[config.mk]
export PLATFORM = sky130hd
export DESIGN_NAME = spi_slave_mode_flat
export DESIGN_NICKNAME = d
export VERILOG_FILES = /design/src/rtl/spi_pkg.sv /design/src/rtl/spi_slave_mode_if.sv /design/src/rtl/spi_sync.sv /design/src/rtl/spi_slave_mode.sv /design/src/flat_wrapper.sv
export SDC_FILE = /design/constraint.sdc
export NUM_CORES = 1
export LEC_CHECK = 0
export CORE_MARGIN = 3
export CORE_UTILIZATION = 28
export CTS_CLUSTER_DIAMETER = 40
export DETAILED_ROUTE_END_ITERATION = 8
export PLACE_DENSITY_LB_ADDON = 0.2
export SYNTH_ARGS = -nofsm -noshare
export SYNTH_HDL_FRONTEND = slang
export SYNTH_HIERARCHICAL = 1
export SYNTH_SLANG_ARGS = --single-unit
[constraint.sdc]
create_clock -name clk -period 1.9 [get_ports clk]
set_input_delay 0.38 -clock clk [delete_from_list [all_inputs] [get_ports clk]]
set_output_delay 0.38 -clock clk [all_outputs]
set_load 0.005 [all_outputs]
[src/rtl/spi_pkg.sv]
// Shared definitions for the SPI slave.
//   spi_state_e : frame FSM encoding (IDLE between frames, SHIFT while selected)
//   CPOL_BIT    : index of CPOL inside the 2-bit {CPOL,CPHA} mode word
//   CPHA_BIT    : index of CPHA inside the 2-bit {CPOL,CPHA} mode word
package spi_pkg;

  typedef enum logic {
    IDLE  = 1'b0,
    SHIFT = 1'b1
  } spi_state_e;

  localparam int CPOL_BIT = 1;
  localparam int CPHA_BIT = 0;

endpackage

[src/rtl/spi_slave_mode_if.sv]
// Bundle of the SPI pins plus the parallel tx/rx side of the slave.
//   slave  modport : view of the SPI slave (drives miso and the rx/status side)
//   master modport : view of whatever drives the pins and the tx word stream
interface spi_slave_mode_if #(
  parameter int DATA_W = 8
);

  logic              sclk;
  logic              cs;
  logic              mosi;
  logic              miso;
  logic [1:0]        mode;
  logic [DATA_W-1:0] tx_data;
  logic              tx_valid;
  logic              tx_ready;
  logic [DATA_W-1:0] rx_data;
  logic              rx_valid;
  logic              tx_underrun;
  logic              busy;

  modport slave (
    input  sclk, cs, mosi, mode, tx_data, tx_valid,
    output miso, tx_ready, rx_data, rx_valid, tx_underrun, busy
  );

  modport master (
    output sclk, cs, mosi, mode, tx_data, tx_valid,
    input  miso, tx_ready, rx_data, rx_valid, tx_underrun, busy
  );

endinterface

[src/rtl/spi_sync.sv]
// Synchroniser with edge detection for one asynchronous input.
//   clk, rst : system clock, synchronous active-high reset
//   d        : asynchronous input
//   q        : synchronised level (STAGES flops deep)
//   rise     : one-clk pulse when q goes 0 -> 1
//   fall     : one-clk pulse when q goes 1 -> 0
// All flops reset to 0.
module spi_sync #(
  parameter int STAGES = 2
) (
  input  logic clk,
  input  logic rst,
  input  logic d,
  output logic q,
  output logic rise,
  output logic fall
);

  logic [STAGES-1:0] chain;
  logic              q_d;

  // NOTE: sequential state uses non-blocking assignments so every flop
  // samples the pre-edge value of its neighbour, giving a true shift chain.
  always_ff @(posedge clk) begin
    if (rst) begin
      chain <= '0;
      q_d   <= 1'b0;
    end else begin
      chain <= {chain[STAGES-2:0], d};
      q_d   <= chain[STAGES-1];
    end
  end

  assign q    = chain[STAGES-1];
  assign rise =  q & ~q_d;
  assign fall = ~q &  q_d;

endmodule

[src/rtl/spi_slave_mode.sv]
// SPI slave supporting all four {CPOL,CPHA} modes, selected per frame.
//   clk, rst : system clock, synchronous active-high reset
//   bus      : spi_slave_mode_if.slave
//              sclk/cs/mosi  asynchronous SPI inputs (sclk <= clk/8)
//              miso          registered, 0 while deselected
//              mode          {CPOL,CPHA}, latched on cs falling edge
//              tx_data/valid/ready  single-entry transmit buffer
//              rx_data/valid        last complete word, one-clk strobe
//              tx_underrun          sticky, word loaded from an empty buffer
//              busy                 frame in progress
// Words run back to back while cs stays low; a cs rise mid-word discards it.
module spi_slave_mode
  import spi_pkg::*;
#(
  parameter int DATA_W      = 8,
  parameter bit MSB_FIRST   = 1'b1,
  parameter int SYNC_STAGES = 2
) (
  input logic                 clk,
  input logic                 rst,
  spi_slave_mode_if.slave     bus
);

  localparam int CNT_W = $clog2(DATA_W);

  logic sclk_rise, sclk_fall, cs_rise, cs_fall;
  // The FSM acts on edges only; the synchronised levels are not needed.
  logic sclk_lvl_unused, cs_lvl_unused;

  // The cs chain resets to the "selected" level so that a cs held low across
  // reset produces no falling edge: the slave waits for a fresh select.
  spi_sync #(.STAGES(SYNC_STAGES)) u_sync_sclk (
    .clk (clk), .rst (rst), .d (bus.sclk),
    .q (sclk_lvl_unused), .rise (sclk_rise), .fall (sclk_fall)
  );

  spi_sync #(.STAGES(SYNC_STAGES)) u_sync_cs (
    .clk (clk), .rst (rst), .d (bus.cs),
    .q (cs_lvl_unused), .rise (cs_rise), .fall (cs_fall)
  );

  // mosi needs the same latency as sclk so a sample edge sees the matching bit.
  logic [SYNC_STAGES-1:0] mosi_chain;
  logic                   mosi_s;

  always_ff @(posedge clk) begin
    if (rst) mosi_chain <= '0;
    else     mosi_chain <= {mosi_chain[SYNC_STAGES-2:0], bus.mosi};
  end

  assign mosi_s = mosi_chain[SYNC_STAGES-1];

  spi_state_e        state;
  logic [1:0]        mode_q;
  logic [DATA_W-1:0] tx_sr, rx_sr, tx_buf, rx_data_q;
  logic [CNT_W-1:0]  bit_cnt;
  logic              miso_q, rx_valid_q, tx_full, underrun_q;

  logic              lead, trail, sample_edge, present_edge, word_done;
  logic              word_load, tx_accept, cur_bit, load_bit;
  logic [DATA_W-1:0] rx_next, load_word, tx_sr_sh, load_sh;

  // NOTE: every signal of this block is assigned on every path, so no latch
  // can be inferred.
  always_comb begin
    // Leading edge leaves the CPOL idle level, trailing edge returns to it.
    lead         = mode_q[CPOL_BIT] ? sclk_fall : sclk_rise;
    trail        = mode_q[CPOL_BIT] ? sclk_rise : sclk_fall;
    sample_edge  = mode_q[CPHA_BIT] ? trail : lead;
    present_edge = mode_q[CPHA_BIT] ? lead  : trail;
    word_done    = sample_edge && (bit_cnt == CNT_W'(DATA_W - 1));

    rx_next   = MSB_FIRST ? {rx_sr[DATA_W-2:0], mosi_s} : {mosi_s, rx_sr[DATA_W-1:1]};
    load_word = tx_full ? tx_buf : '0;
    cur_bit   = MSB_FIRST ? tx_sr[DATA_W-1] : tx_sr[0];
    load_bit  = MSB_FIRST ? load_word[DATA_W-1] : load_word[0];
    tx_sr_sh  = MSB_FIRST ? {tx_sr[DATA_W-2:0], 1'b0} : {1'b0, tx_sr[DATA_W-1:1]};
    load_sh   = MSB_FIRST ? {load_word[DATA_W-2:0], 1'b0} : {1'b0, load_word[DATA_W-1:1]};

    tx_accept = bus.tx_valid && !tx_full;
    word_load = ((state == IDLE) && cs_fall) ||
                ((state == SHIFT) && !cs_rise && word_done);
  end

  always_ff @(posedge clk) begin
    if (rst) begin
      state      <= IDLE;
      mode_q     <= '0;
      tx_sr      <= '0;
      rx_sr      <= '0;
      bit_cnt    <= '0;
      miso_q     <= 1'b0;
      rx_data_q  <= '0;
      rx_valid_q <= 1'b0;
      tx_buf     <= '0;
      tx_full    <= 1'b0;
      underrun_q <= 1'b0;
    end else begin
      rx_valid_q <= 1'b0;

      unique case (state)
        IDLE: begin
          if (cs_fall) begin
            state   <= SHIFT;
            mode_q  <= bus.mode;
            bit_cnt <= '0;
            rx_sr   <= '0;
            // CPHA=0 must present bit 0 before the first leading edge;
            // CPHA=1 presents it on that edge instead.
            if (!bus.mode[CPHA_BIT]) begin
              miso_q <= load_bit;
              tx_sr  <= load_sh;
            end else begin
              tx_sr  <= load_word;
            end
          end
        end

        SHIFT: begin
          if (cs_rise) begin
            // Abort: partial word is dropped, the loaded tx word is lost.
            state   <= IDLE;
            miso_q  <= 1'b0;
            bit_cnt <= '0;
            rx_sr   <= '0;
          end else begin
            if (present_edge) begin
              miso_q <= cur_bit;
              tx_sr  <= tx_sr_sh;
            end
            if (sample_edge) begin
              if (word_done) begin
                // The next word's first bit goes out on the next present edge.
                rx_data_q  <= rx_next;
                rx_valid_q <= 1'b1;
                rx_sr      <= '0;
                bit_cnt    <= '0;
                tx_sr      <= load_word;
              end else begin
                rx_sr   <= rx_next;
                bit_cnt <= bit_cnt + CNT_W'(1);
              end
            end
          end
        end
      endcase

      // A load empties the buffer; a word accepted in the same cycle is kept
      // for the following load rather than bypassed into the shifter.
      if (word_load) begin
        tx_full <= tx_accept;
        if (!tx_full) underrun_q <= 1'b1;
      end else if (tx_accept) begin
        tx_full <= 1'b1;
      end
      if (tx_accept) tx_buf <= bus.tx_data;
    end
  end

  assign bus.miso        = miso_q;
  assign bus.tx_ready    = ~tx_full;
  assign bus.rx_data     = rx_data_q;
  assign bus.rx_valid    = rx_valid_q;
  assign bus.tx_underrun = underrun_q;
  assign bus.busy        = (state == SHIFT);

endmodule

[src/flat_wrapper.sv]
// flat-port wrapper written by rule: the top's interface ports become plain ports
module spi_slave_mode_flat import spi_pkg::*;
#(
  parameter int DATA_W      = 8,
  parameter bit MSB_FIRST   = 1'b1,
  parameter int SYNC_STAGES = 2
)
  (clk, rst, bus_sclk, bus_cs, bus_mosi, bus_mode, bus_tx_data, bus_tx_valid, bus_miso, bus_tx_ready, bus_rx_data, bus_rx_valid, bus_tx_underrun, bus_busy);
  spi_slave_mode_if #(.DATA_W(DATA_W)) bus_i ();
  input logic clk;
  input logic rst;
  input wire logic [$bits(bus_i.sclk)-1:0] bus_sclk;
  input wire logic [$bits(bus_i.cs)-1:0] bus_cs;
  input wire logic [$bits(bus_i.mosi)-1:0] bus_mosi;
  input wire logic [$bits(bus_i.mode)-1:0] bus_mode;
  input wire logic [$bits(bus_i.tx_data)-1:0] bus_tx_data;
  input wire logic [$bits(bus_i.tx_valid)-1:0] bus_tx_valid;
  output wire logic [$bits(bus_i.miso)-1:0] bus_miso;
  output wire logic [$bits(bus_i.tx_ready)-1:0] bus_tx_ready;
  output wire logic [$bits(bus_i.rx_data)-1:0] bus_rx_data;
  output wire logic [$bits(bus_i.rx_valid)-1:0] bus_rx_valid;
  output wire logic [$bits(bus_i.tx_underrun)-1:0] bus_tx_underrun;
  output wire logic [$bits(bus_i.busy)-1:0] bus_busy;
  assign bus_i.sclk = bus_sclk;
  assign bus_i.cs = bus_cs;
  assign bus_i.mosi = bus_mosi;
  assign bus_i.mode = bus_mode;
  assign bus_i.tx_data = bus_tx_data;
  assign bus_i.tx_valid = bus_tx_valid;
  assign bus_miso = bus_i.miso;
  assign bus_tx_ready = bus_i.tx_ready;
  assign bus_rx_data = bus_i.rx_data;
  assign bus_rx_valid = bus_i.rx_valid;
  assign bus_tx_underrun = bus_i.tx_underrun;
  assign bus_busy = bus_i.busy;
  spi_slave_mode #(.DATA_W(DATA_W), .MSB_FIRST(MSB_FIRST), .SYNC_STAGES(SYNC_STAGES)) u_core (.clk(clk), .rst(rst), .bus(bus_i));
endmodule
== Word level (Yosys, flattened, before mapping) ==
Cells that the tools add are included.

* Flip-flop bits (word level): 49
* Input port bits: 16
* Word-level logic and storage cells: 84

* Add/sub/neg operators: 1
* Equality and inequality tests: 6
* Muxes and demuxes: 33
* Bitwise logic cells: 12
* Reductions and logical operators: 16

{| class="wikitable"
|+ Operators by type and width
! cell !! number
|-
| $mux 8 || 7
|-
| $mux 7 || 4
|-
| $pmux 8 s2 || 1
|-
| $pmux 7 s2 || 1
|-
| $mux 1 || 13
|-
| $mux 3 || 4
|-
| $not 1->1 || 8
|-
| $reduce_and 2->1 || 4
|-
| $ne 3x2->1 const B || 2
|-
| $pmux 3 s2 || 1
|-
| $logic_and 1x1->1 || 5
|-
| $and 1x1->1 || 4
|-
| $ne 2x2->1 const B || 2
|-
| $pmux 1 s2 || 2
|-
| $reduce_and 4->1 || 1
|-
| $reduce_or 4->1 || 1
|-
| $add 3x1->3 const B || 1
|-
| $eq 3x3->1 const B || 1
|-
| $reduce_and 3->1 || 1
|-
| $logic_not 1->1 || 2
|-
| $ne 2x1->1 const B || 1
|-
| $reduce_bool 2->1 || 1
|-
| $logic_or 1x1->1 || 1
|}

== Logic depth before layout (Yosys ltp) ==
Gate-level depths: netlist of run 1.

* Depth after elaboration: 9
* Gate-level depth with buffers: 8

== By module ==
Netlist of run 1, hierarchy kept.

{| class="wikitable"
|+ Modules (own cells, without submodules)
! module !! instances !! cells an instance !! area an instance (um2) !! seq. area each (um2)
|-
| spi_slave_mode || 1 || 236 || 2021.9 || 860.8
|-
| spi_sync || 2 || 8 || 91.3 || 60.1
|}

== Least setup slack after synthesis of run 1 ==
Ideal clock, no wire load.

* Path type: register -> register
* From: reg u_core.bit_cnt[0]
* To: reg u_core.tx_sr[4]
* Arrival time: 1.682 ns
* Required time: 1.780 ns
* Path slack: 0.098 ns
* Cell stages (with the launch flop): 9
* Buffers on the path: 1
* Period minus slack after synthesis: 1.802 ns
* Path through: dfxtp_1 ha_1 ha_1 nand2_1 mux2_4 and2_4 buf_6 a21boi_1 a211o_1

* Word-level cells in the longest chain between the ends: 6

{| class="wikitable"
|+ Ends and longest elaborated chain
! element !! RTL line !! source
|-
| start, declared || spi_slave_mode.sv:56 || <nowiki>logic [CNT_W-1:0] bit_cnt;</nowiki>
|-
| start signal, assigned || spi_slave_mode.sv:141 || <nowiki>bit_cnt <= bit_cnt + CNT_W'(1);</nowiki>
|-
| $eq 3x3->1 || spi_slave_mode.sv:71 || <nowiki>word_done = sample_edge && (bit_cnt == CNT_W'(DATA_W - 1));</nowiki>
|-
| $logic_and 1x1->1 || spi_slave_mode.sv:71 ||
|-
| $mux 8 || spi_slave_mode.sv:132 || <nowiki>if (word_done) begin</nowiki>
|-
| $mux 8 || spi_slave_mode.sv:131 || <nowiki>if (sample_edge) begin</nowiki>
|-
| $mux 8 || spi_slave_mode.sv:120 || <nowiki>if (cs_rise) begin</nowiki>
|-
| $pmux 8 s2 || spi_slave_mode.sv:101 || <nowiki>unique case (state)</nowiki>
|-
| end signal, assigned || spi_slave_mode.sv:112 || <nowiki>tx_sr <= load_sh;</nowiki>
|-
| end signal, assigned || spi_slave_mode.sv:129 || <nowiki>tx_sr <= tx_sr_sh;</nowiki>
|-
| end signal, assigned || spi_slave_mode.sv:138 || <nowiki>tx_sr <= load_word;</nowiki>
|-
| end, declared || spi_slave_mode.sv:55 || <nowiki>logic [DATA_W-1:0] tx_sr, rx_sr, tx_buf, rx_data_q;</nowiki>
|}

Every way passes these cells. The select of a mux whose other input is x is not followed.
A chain may end at the register's enable or synchronous reset.

== Final worst setup path of run 1 ==
* From: reg u_core.bit_cnt[1]
* To: reg u_core.tx_sr[4]

Same word-level chain as after synthesis.

==> summary.txt, run 1 <==
Run status
  • Status: completed

Synth
  • Sequential share of the synthesized area: 44.49%
  • Top cells by count, synth: dfxtp_1, nand2_1, a21oi_1
  • Yosys top cell by area: dfxtp_1
  • Compound-Gate Fraction of Synth Area: 16.00%
  • Syn Nets: 270
  • Post-Synth Adder-Cell Area: 1.135%
  • Syn Area/Cell: 8.748 um^2
  • Asr flop ratio synth: 0%
  • Flops & latches, synth: 49
  • Netlist cell types: 40
  • Top-count cell post-synth: dfxtp_1
  • Ranking of synthesized cells by area: dfxtp_1, mux2i_1, a21oi_1, nand2_1, nor2b_1
  • Post-synth EDFFs: 0
  • Largest family of logic cells by synthesized area: simple AND/OR/NAND/NOR gates
  • Synth Instances: 252
  • Top-area cell type share of the netlist area: 44.49%
  • Synth warn: 6
  • XOR/XNOR Fraction of Synth Area: 1.249%
  • Mux share of post-synthesis cell area: 9.591%
  • Area fraction in and, or, nand and nor cells after synthesis: 23.67%
  • Top FF cell, synth: dfxtp_1
  • Cell area after synthesis: 2205 um^2

Job
  • Max_cap viols: 0

Clock network
  • CTS tree: yes
  • CTS Buf Count: 5
  • Post-cts hold buffer count: 0
  • Clk sinks: 49
  • H-Tree Depth: 2
  • Worst-Skew Late Latency: 290 ps
  • CTS root buffer: clkbuf_8
  • Clk slew on worst S/H paths: 80 ps
  • Maximum buffer depth of the clock tree: 2

STA
  • Slew headroom: 76.42%
  • Post-layout minimum cycle time: 1802 ps
  • # setup viols final: 0
  • Worst Tran Pin Value: 343.8 ps
  • Clock Skew: 6.839 ps
  • Max Slew Vio Count: 0
  • Setup WS post-layout: 97.64 ps
  • F_max: 554.8 MHz
  • Fin. Hold Viols: 0
  • Fin crit share: 94.86%

Route
  • Post-route DRC: 0
  • Detailed Route WL: 4813 um
  • Vias/cell: 4.610
  • Routed vias: 1821
  • Final ANT Viol Nets: 0
  • Drt first-iter violations: 75
  • Drt pass-1 iters: 4
  • Drt wl/cell: 12.18 um

Cells and area
  • Final #Nets: 315
  • Share of cells above drive strength 1: 14.19%
  • Area growth, synth to finish: 26.84%
  • Ant. Diodes: 0

Floorplan
  • Die area: 8975 um^2
  • Initial Util: 29.60%
  • Site Rows: 31
  • I/O Pins: 29
  • Die W: 94.74 um
  • Core area: 7447 um^2
  • Chip height: 94.74 um

Pwr
  • PwrDens: 649.4 nW/um^2
  • VDD IR max: 0.2624 mV
  • Leakage: 1.022 nW
  • Total power: 0.001816 W

Place
  • GPL Wtd Cong: 0.8106
  • Post-place setup slack: 52.11 ps
  • PortBufs: 28
  • HPWL Detailed: 3581 um

Worst setup path
  • Crit path DAT: 1990 ps
  • Critical Path Fanout Max: 5
  • CP required: 2090 ps
  • Critical path class: register to register
  • Worst Setup End Kind: register
  • CP Launch Type: register
  • Worst Reg2Reg Path Length in Cells: 8

Worst hold path
  • Hold Path Depth: 1
  • HP Class: register to register

Global route
  • First-pass GRT wire length: 8438 um
  • Initial antenna violation count: 0
  • Largest net degree at the start of global routing: 30
  • All-layer global routing usage: 11.85%
  • Number of global-route vias before repair: 1792
  • GRT Residual Overflow: 0
-- worst paths after layout --
check / from / endpoint / slack (ps)
setup / recovery: u_core/bit_cnt[1] / u_core/tx_sr[4] / 100
hold / removal: u_core/mosi_chain[0] / u_core/mosi_chain[1] / 440
setup reg to reg: u_core/bit_cnt[1] / u_core/tx_sr[4] / 100
hold reg to reg: u_core/mosi_chain[0] / u_core/mosi_chain[1] / 440
-- worst max-delay path, cell delays in order (launching register included) --
cell and delay, ps:
dfxtp_1 350, ha_1 150, ha_2 200, buf_4 130
nand2_1 50, mux2_4 300, and2_4 150, a21boi_1 120
a211o_1 250
-- per-stage QoR --
stage          cell area (um^2)  util (%)  hold slack [ps]  instances  TNS [ps]
4_1_cts                    2774     37.25            447.5        393         0
2_1_floorplan              2205         -            413.8        252         0
3_3_place_gp               2700     36.26            429.7        387         0
3_5_place_dp               2700     36.26            423.1        387         0
5_1_grt                    2796     37.55            468.1        395   -0.2982
6_report                   2796     37.55            441.9        395         0
-- state kept, by name (all words and copies together) (netlist names), 3 cells and up --
register,cells
u_core/rx_sr,7
u_core/tx_buf,8
u_core/bus.rx_data,8
u_core/bit_cnt,3
u_core/tx_sr,8
-- cells in the final DEF, fill, tap and decap left out, types with 2 or more instances in the layout --
cell type / n
dfxtp_2: 2
nand4b_1: 2
mux2i_1: 14
a211oi_1: 3
nand2_1: 29
or2b_1: 3
a31oi_1: 3
clkdlybuf4s50_1: 28
o21ai_0: 16
clkbuf_8: 5
nand2b_1: 10
mux2_2: 3
a221oi_1: 3
nor2_1: 23
nor2b_1: 16
nand3_1: 11
o2111ai_1: 2
buf_4: 23
inv_1: 4
dfxtp_1: 47
a21oi_1: 25
or3_1: 3
-- power by group --
| part | internal [W] | switching [W] | total (W) |
|---|---|---|---|
| Combinational | 0.0000994 | 0.0000932 | 0.000193 |
| Sequential | 0.00105 | 0.0000170 | 0.00107 |
| Clock | 0.000243 | 0.000314 | 0.000557 |
-- layer usage --
layer	share of wire [%]	vias to the layer above	global-route usage [%]
li1	-	960	-
met1	52	830	16.67
met2	44	29	17.97
met3	3.4	2	2.869
met4	0.50	0	3.365
met5	0	-	0
-- cell type report --
type	instances	area [um^2]
multi-input cells	185	1144
repair buffers	51	452.9
clock inverters	1	5.005
flip-flops and latches	49	983.4
well taps	99	123.9
fillers	783	4651
clock buffers	5	68.82
inverters	5	18.77
-- logic make-up (layout without fill, tap and decap cells) --
group | count (synthesis) | count (layout)
AO/OA/AOI/OAI | 59 | 59
adder cells (fa/ha/maj) | 2 | 2
multiplexers | 19 | 19
AND/OR/NAND/NOR | 104 | 104
buffers and inverters | 18 | 62
flip-flops | 49 | 49
XOR/XNOR | 1 | 1
-- repair_timing --
action,CTS,global route
resized for setup,0,4
setup endpoints to repair,0,23
buffers inserted,0,2
No activity file was read; power rests on OpenSTA's default activity.
==> run 2: changes to the inputs <==
GPL_TIMING_DRIVEN = 0   (was default)
clock period = 1.7 ns   (was 1.9 ns; I/O delays follow)
==> run 2 against run 1 <==
  * The flow now finishes with violations (setup timing)
  * Routed wire length is 6.5% higher
  * Flip-flop and latch count stayed put
  * Combinational power is 9% higher
  * Register-to-register slack worse by 110 ps
  * Largest cell class unchanged
  * Clock skew is 1.9 ps higher
==> summary.txt, run 2 (same netlist as run 1, synthesis figures left out) <==
Run status
  • Failing checks: setup timing
  • Status: complete, but fails checks

Global route
  • All-layer global routing usage: 12.21% (+0.36 points)
  • Number of global-route vias before repair: 1791 (-0.056%)
  • GRT Residual Overflow: 0 (unchanged)
  • Initial antenna violation count: 0 (unchanged)
  • Grt met1 use: 16.02% (-0.66 points)
  • First-pass GRT wire length: 8631 um (+2.3%)
  • GR peak layer: met2
  • Met3 usage: 2.709% (-0.16 points)
  • Largest net degree at the start of global routing: 16 (-47%)
  • GR Util met2: 19.67% (+1.7 points)

Worst setup path
  • Slowest CP cell: dfxtp_2
  • CP required: 1900 ps (-190 ps)
  • CP max stage delay: 340 ps (about the same)
  • Crit path DAT: 1920 ps (-70 ps)
  • Critical path class: register to register
  • Critical Path Fanout Max: 10 (+5)
  • CP Launch Type: register
  • Worst Setup End Kind: register
  • Crit path max-delay family: compound AO/OA/AOI/OAI gates
  • Crit-path cells: ha_2, ha_4, nand2_1, mux2_4, and2_4, a21boi_1, a211o_1
  • CP bufs+invs: 0 (-1)

STA
  • Fin crit share: 100.7% (+5.9 points)
  • Worst Tran Pin Value: 478.7 ps (+134.8 ps)
  • Slew headroom: 68.04% (-8.4 points)
  • F_max: 584.0 MHz (+5.3%)
  • Setup WS post-layout: -12.30 ps (-109.9 ps)
  • Max Slew Vio Count: 0 (unchanged)
  • RSZ-0062 raised after global routing: true
  • TNS Setup: -12.30 ps (-12.30 ps)
  • Clock Skew: 8.717 ps (+1.878 ps)
  • Post-layout minimum cycle time: 1712 ps (-90.06 ps)
  • # setup viols final: 1 (+1)
  • Final hold slack: 440.8 ps (-1.107 ps)
  • Fin. Hold Viols: 0 (unchanged)

Route
  • Drt first-iter violations: 82 (+9.3%)
  • Detailed Route WL: 5128 um (+6.5%)
  • Vias/cell: 4.784 (+3.8%)
  • Drt pass-1 iters: 4 (unchanged)
  • Routed vias: 1880 (+3.2%)
  • Post-route DRC: 0 (unchanged)
  • Drt wl/cell: 13.05 um (+7.1%)
  • Final ANT Viol Nets: 0 (unchanged)

Floorplan
  • Site Rows: 31 (unchanged)
  • I/O Pins: 29 (unchanged)
  • Chip height: 94.74 um (unchanged)
  • Core area: 7447 um^2 (unchanged)
  • Die area: 8975 um^2 (unchanged)
  • Initial Util: 29.60% (unchanged)
  • Die W: 94.74 um (unchanged)

Clock network
  • Maximum buffer depth of the clock tree: 2 (unchanged)
  • CTS tree: yes
  • CTS Buf Count: 5 (unchanged)
  • Clk sinks: 49 (unchanged)
  • Worst-Skew Late Latency: 310 ps (+20 ps)
  • H-Tree Depth: 2 (unchanged)
  • Clk slew on worst S/H paths: 100 ps (+20 ps)
  • CTS root buffer: clkbuf_8

Cells and area
  • Share of cells above drive strength 1: 17.69% (+3.5 points)
  • Area growth, synth to finish: 30.08%
  • Most frequent cells in the layout: dfxtp_1, nand2_1, clkdlybuf4s50_1
  • Final #Nets: 311 (-1.3%)
  • Final instance count without filler cells: 393 (-0.51%)
  • Leading cell type in the layout, fill and taps excluded: dfxtp_1
  • Fin util: 38.51% (+0.96 points)
  • Ant. Diodes: 0 (unchanged)

Pwr
  • Leakage: 1.016 nW (-0.51%)
  • Total power: 0.002103 W (+16%)
  • Internal power: 0.001567 W (+13%)
  • PwrDens: 733.2 nW/um^2 (+13%)
  • Clk pwr share: 33.2% (+2.6 points)
  • Switching Fraction: 25.45% (+2.1 points)
  • Power share of the combinational group: 10.0% (-0.6 points)
  • VDD IR max: 0.2481 mV (-5.4%)
  • Psw: 0.0005352 W (+26%)
  • Sequential share of power: 56.8% (-2.0 points)

Worst hold path
  • HP Class: register to register

Job
  • Max_cap viols: 0 (unchanged)

Place
  • PortBufs: 27 (-3.6%)
  • HPWL Detailed: 3564 um (-0.48%)
  • # placed instances: 378 (-2.3%)
  • GPL Wtd Cong: 0.8039 (-0.83%)
## run 2: cell types whose count changed in the layout (fill, tap and decap cells not counted), moves of 2 or more
cell and delta:
mux2_2 -3, dfxtp_1 -3, o21ai_0 -4, clkbuf_2 +3, o21ai_2 +3, buf_6 +4, clkdlybuf4s50_1 -2, mux2_4 +3
buf_4 -15, dfxtp_4 +3, clkbuf_1 +3
## run 2: metrics by stage
stage	setup slack [ps]	area, um^2
3_3_place_gp	-601.4	2623
5_1_grt	-123.2	2868
3_5_place_dp	-594.5	2623
2_1_floorplan	12.72	2228
6_report	-12.30	2868
4_1_cts	-42.03	2784
## run 2: power groups by stage
stage               sequential, W  clock (W)  combinational [W]
floorplan                 0.00121          0           0.000120
global placement          0.00122          0           0.000196
detailed placement        0.00122          0           0.000197
CTS                       0.00119   0.000729           0.000204
global route              0.00120   0.000783           0.000233
finish                    0.00119   0.000699           0.000210
## run 2: worst paths after layout
check	cells after the start	slack [ps]	endpoint	start
worst max-delay path	7	-10	u_core/tx_sr[4]	u_core/bit_cnt[0]
worst min-delay path	1	440	u_core/mosi_chain[1]	u_core/mosi_chain[0]
worst max register to register	7	-10	u_core/tx_sr[4]	u_core/bit_cnt[0]
worst min register to register	1	440	u_core/mosi_chain[1]	u_core/mosi_chain[0]
## run 2: final cells by class
type / count / area (um^2)
tap: 99 / 123.9
fill: 792 / 4579
inverter: 5 / 21.27
clock inverter: 2 / 13.76
buffer: 11 / 68.82
timing repair buffer: 36 / 347.8
sequential: 49 / 994.7
multi-input combinational: 185 / 1225
clock buffer: 6 / 72.57
## run 2: per-layer routing
metal / share of wire, % / wire, um / vias to the layer above
li1: - / - / 954
met1: 49 / 2512 / 884
met2: 46 / 2342 / 37
met3: 4.0 / 204 / 5
met4: 1.3 / 68 / 0
met5: 0 / 0 / -
## run 2: what timing repair did
action / 4_1_cts / 5_1_grt
gates resized for setup: 18 / 23
pin swaps: 2 / 5
setup endpoints to repair: 37 / 38
hold buffers: 0 / 0
gates cloned: 0 / 1
setup buffers: 7 / 1
